### src/rtl/mul_ctrl.sv
// mul_ctrl: sequencing controller for a 2-stage pipelined 32x32 unsigned multiplier.
// Drives sign-magnitude operands, tracks latency, writes HI/LO, raises stall while busy.
// Ports: clk, rst (sync, active-low); start/is_signed/op_a/op_b request a multiply;
// rd_req/mthi/mtlo/wdata are HI/LO accesses; mul_a/mul_b/mul_y connect the multiplier;
// hi/lo registers; busy/done/stall status. Option: MUL_CTRL_MADD_EN adds acc (MADD/MADDU).
module mul_ctrl #(
  parameter int MUL_LAT = 2,
  parameter int CNT_W   = 2
) (
  input  logic        clk,
  input  logic        rst,
  input  logic        start,
  input  logic        is_signed,
  input  logic [31:0] op_a,
  input  logic [31:0] op_b,
  input  logic        rd_req,
  input  logic        mthi,
  input  logic        mtlo,
  input  logic [31:0] wdata,
  output logic [31:0] mul_a,
  output logic [31:0] mul_b,
  input  logic [63:0] mul_y,
  output logic [31:0] hi,
  output logic [31:0] lo,
  output logic        busy,
  output logic        done,
`ifdef MUL_CTRL_MADD_EN
  input  logic        acc,
`endif
  output logic        stall
);

  typedef enum logic [1:0] {
    IDLE,
    RUN,
    WB
  } state_t;

  localparam logic [CNT_W-1:0] LAT_C = CNT_W'(MUL_LAT);

  state_t           state_q;
  state_t           state_d;
  logic [CNT_W-1:0] cnt_q;
  logic             neg_q;
  logic             accept;
  logic             capture;
  logic             wr_en;
  logic [63:0]      prod;
  logic [63:0]      hilo_nx;

  assign mul_a = (is_signed & op_a[31]) ? (32'd0 - op_a) : op_a;
  assign mul_b = (is_signed & op_b[31]) ? (32'd0 - op_b) : op_b;

  assign busy  = (state_q == RUN);
  assign done  = (state_q == WB);
  assign stall = busy & (start | rd_req | mthi | mtlo);

  // stall only exists while busy, so a non-busy cycle takes both
  assign accept = start & ~busy;
  assign wr_en  = ~busy;

  assign prod = neg_q ? (64'd0 - mul_y) : mul_y;

`ifdef MUL_CTRL_MADD_EN
  logic acc_q;
  assign hilo_nx = acc_q ? ({hi, lo} + prod) : prod;
`else
  assign hilo_nx = prod;
`endif

  always_comb begin
    state_d = state_q;
    capture = 1'b0;
    unique case (1'b1)
      (state_q == IDLE): begin
        if (start) state_d = RUN;
      end
      (state_q == RUN): begin
        if (cnt_q == LAT_C) begin
          capture = 1'b1;
          state_d = WB;
        end
      end
      (state_q == WB): begin
        state_d = start ? RUN : IDLE;
      end
      default: state_d = IDLE;
    endcase
  end

  always_ff @(posedge clk) begin
    if (!rst) begin
      state_q <= IDLE;
      cnt_q   <= '0;
      neg_q   <= 1'b0;
      hi      <= '0;
      lo      <= '0;
`ifdef MUL_CTRL_MADD_EN
      acc_q   <= 1'b0;
`endif
    end else begin
      state_q <= state_d;
      if (accept) begin
        cnt_q <= CNT_W'(1);
        neg_q <= is_signed & (op_a[31] ^ op_b[31]);
`ifdef MUL_CTRL_MADD_EN
        acc_q <= acc;
`endif
      end else if (busy) begin
        cnt_q <= cnt_q + CNT_W'(1);
      end
      if (capture) begin
        {hi, lo} <= hilo_nx;
      end else if (wr_en) begin
        if (mthi) hi <= wdata;
        if (mtlo) lo <= wdata;
      end
    end
  end

endmodule

### config.mk
export PLATFORM = sky130hd
export DESIGN_NAME = mul_ctrl
export DESIGN_NICKNAME = d
export VERILOG_FILES = /design/src/rtl/mul_ctrl.sv
export SDC_FILE = /design/constraint.sdc
export NUM_CORES = 1
export LEC_CHECK = 0
export BUFFER_PORTS_ARGS = -buffer_cell sky130_fd_sc_hd__buf_2
export CAP_MARGIN = 20
export CORE_MARGIN = 1.5
export CORE_UTILIZATION = 42
export DETAILED_ROUTE_END_ITERATION = 8
export PLACE_DENSITY_LB_ADDON = 0.25
export SYNTH_ARGS = -nofsm -noshare
export SYNTH_HDL_FRONTEND = slang
export SYNTH_SLANG_ARGS = --single-unit
### constraint.sdc
create_clock -name clk -period 3.05 [get_ports clk]
set_input_delay 0.61 -clock clk [delete_from_list [all_inputs] [get_ports clk]]
set_output_delay 0.61 -clock clk [all_outputs]
set_load 0.02 [all_outputs]
==> out/metrics.yaml <==
final_layout:
  drive_gt1_frac: 0.4286
  final_cell_mix: "262 x buf_2, 117 x buf_4, 68 x dfxtp_1"
  final_common_cell: "buf_2"
  area_growth_pct: 52.94
  nets: 1258
  fin_area_um2: 8567
  final_util: 0.6521
floorplanning:
  initial_core_util: 0.4264
  boundaryPins: 298
  die_height_um: 118.5
  rows: 42
  die-area_um2: 14040
  die_x_um: 118.5
  coreArea_um2: 13140
timing:
  worst_slack_ps: -240.9
  rsz0062_at_grt: "yes"
  slew_headroom: 0.4267
  report.final.slew_viol_count: 0
  worst_pin_slew_ps: 857.8
  setup-tns-final_ps: -2207
  post-route-period-util: 1.079
  setup_viol: 18
  min_period_ps: 3291
  hold_viol_final: 0
  final.setup_skew_ps: 6.688
  fmax_mhz: 303.9
setup_path:
  critPathRequiredTime_ps: 2440
  end_kind: "output pin"
  worstPathArrival_ps: 2680
  r2r_cells: 6
  rrSetupSlack_ps: 920
  cp_max_fo: 3
  startpoint_type: "input pin"
  worstSetupPathType: "in -> out"
synth:
  syn-instance-count: 740
  ys.flop_type: "dfxtp_1"
  syn-num-nets: 911
  synth_cell_types: 56
  yosys_warnings: 0
  avgSynthCellArea_um2: 7.570
  ys_ff_latch: 69
  synth.cell_area_um2: 5602
  yosysSeqAreaShare: 0.2466
  async_flop_share: 0
  synth_edf_count: 0
global_routing:
  antenna_found_initial: 2
  grt_pass1_vias: 6714
  grt_max_degree: 70
  gr-usage-all-layers: 0.3152
  grt_pass1_wl_um: 35220
  grt-ovfl-total: 0
run_status:
  status: "finished with violations"
  violations: "setup timing"
clock_network:
  numCtsBuffers: 9
  clock-root-buffer: "clkbuf_16"
  htreeDepth: 3
  cts_buffer_depth: 2
  cts_tree: "done"
  path_clk_slew_ps: 60
  clk_latency_ps: 340
  cts_sinks: 69
power:
  internal_power_w: 0.002175
  clkPwrFrac: 0.353
  p_comb_frac: 0.338
  p_switching_w: 0.001137
  ir_worst_vdd_mv: 0.2566
  sequentialPowerShare: 0.309
  power_density_nw_per_um2: 386.7
  p_leak_nw: 3.653
  p_sw_frac: 0.3433
route:
  drtIter0Drc: 765
  ant_nets: 0
  drc: 0
  first_pass_iters: 5
  wire_per_inst_um: 18.59
  viasPerCell: 5.882
  drt_wl_total_um: 23600
  vias: 7470
place:
  dp_hpwl_um: 17250
  portBuffers: 297
  pre_cts_ws_ps: -320.0
  placed_cell_area_um2: 7749
  place.gp.congestion: 0.9560
run:
  drv_cap: 0
worst_hold_path:
  hold_path_class: "reg -> reg"
  whs_path_depth: 2
-- worst max-delay path: stages --
cell and delay, ps:
buf_6 90, or3_4 380, or3_4 380, or2_4 260, or3_4 370, o41ai_4 270
xnor2_1 160, buf_4 160
-- synth_stat cells, drive strengths merged, types with 2 or more instances --
cell type	n	area share
clkbuf	44	0.029
a311oi	8	0.013
xnor2	44	0.069
xor2	52	0.081
dfxtp	69	0.25
buf	8	0.0085
a31oi	3	0.0034
o31ai	20	0.027
nand3	18	0.016
nor3b	4	0.0054
nand2b	5	0.0056
o22ai	13	0.015
o211ai	7	0.0094
inv	14	0.0094
o41ai	15	0.025
a21oi	53	0.047
or4	19	0.027
a211oi	17	0.024
or2	6	0.0067
nand2	57	0.038
ha	4	0.0089
nor3	19	0.017
or3	24	0.027
o221ai	39	0.061
nor4	24	0.031
o311ai	7	0.011
o21ai	41	0.037
nand4	7	0.0078
nor2	65	0.044
mux2i	11	0.020
and2	7	0.0078
a32oi	2	0.0031
-- per-stage QoR --
stage / std cells / power [W] / hold WS (ps)
finish: 1270 / 0.003313 / 479.1
global route: 1270 / 0.003438 / 490.8
CTS: 1263 / 0.003261 / 476.6
detailed placement: 1243 / 0.002084 / 468.4
global placement: 1243 / 0.002074 / 460.4
floorplan: 740 / 0.001600 / 443.0
-- kinds of logic (layout without fill, tap and decap cells) --
logic type,after synthesis,count (layout),synth area share
and+or+nand+nor,259,259,0.2381
other,0,2,0
DFF,69,69,0.2466
xor gates and xnor gates,96,96,0.1501
adders and majority gates,4,4,0.008935
muxes,11,11,0.01966
AOI/OAI and AO/OA,235,235,0.2893
buffers and inverters,66,418,0.04735
-- layout make-up --
cell class	instances	area, µm²
fillers	1217	4571
multi-input cells	605	4289
repair buffers	388	2291
flip-flops and latches	69	1383
clock buffers	12	256.5
well taps	176	220.2
clock inverters	4	70.07
inverters	14	52.55
diodes	2	5.005
-- power by group through the flow --
| stage | clock [W] | combinational (W) | sequential, W |
|---|---|---|---|
| 2_1_floorplan | 0 | 0.000474 | 0.00113 |
| 3_3_place_gp | 0 | 0.00103 | 0.00104 |
| 3_5_place_dp | 0 | 0.00104 | 0.00104 |
| 4_1_cts | 0.00117 | 0.00106 | 0.00102 |
| 5_1_grt | 0.00122 | 0.00119 | 0.00103 |
| 6_report | 0.00117 | 0.00112 | 0.00102 |
-- worst paths after layout --
path	from	endpoint
max	op_b[4]	mul_b[29]
min	lo[7]$_SDFFE_PN0P_	lo[7]$_SDFFE_PN0P_
min reg2reg	lo[7]$_SDFFE_PN0P_	lo[7]$_SDFFE_PN0P_
max reg2reg	cnt_q[0]$_SDFFE_PN0P_	lo[29]$_SDFFE_PN0P_
-- metal layers --
layer  vias up  global-route usage  routed length (µm)
li1       3518                   -                   -
met1      3508              0.4105                9486
met2       383              0.5000               11050
met3        61             0.07288                2227
met4         0              0.1348                 844
met5         -                   0                   0
-- repair_timing --
item / CTS / global route
setup buffers: 4 / 5
resized for setup: 39 / 74
cloned: 0 / 0
setup endpoints to repair: 22 / 34
hold buffers: 0 / 0
pin swaps: 13 / 16
-- state kept, by name, summed over array words and instances (netlist names) --
register  flops
lo           32
cnt_q         2
neg_q         1
state_q       2
hi           32
Note: power is estimated with default switching activity, not from simulation.
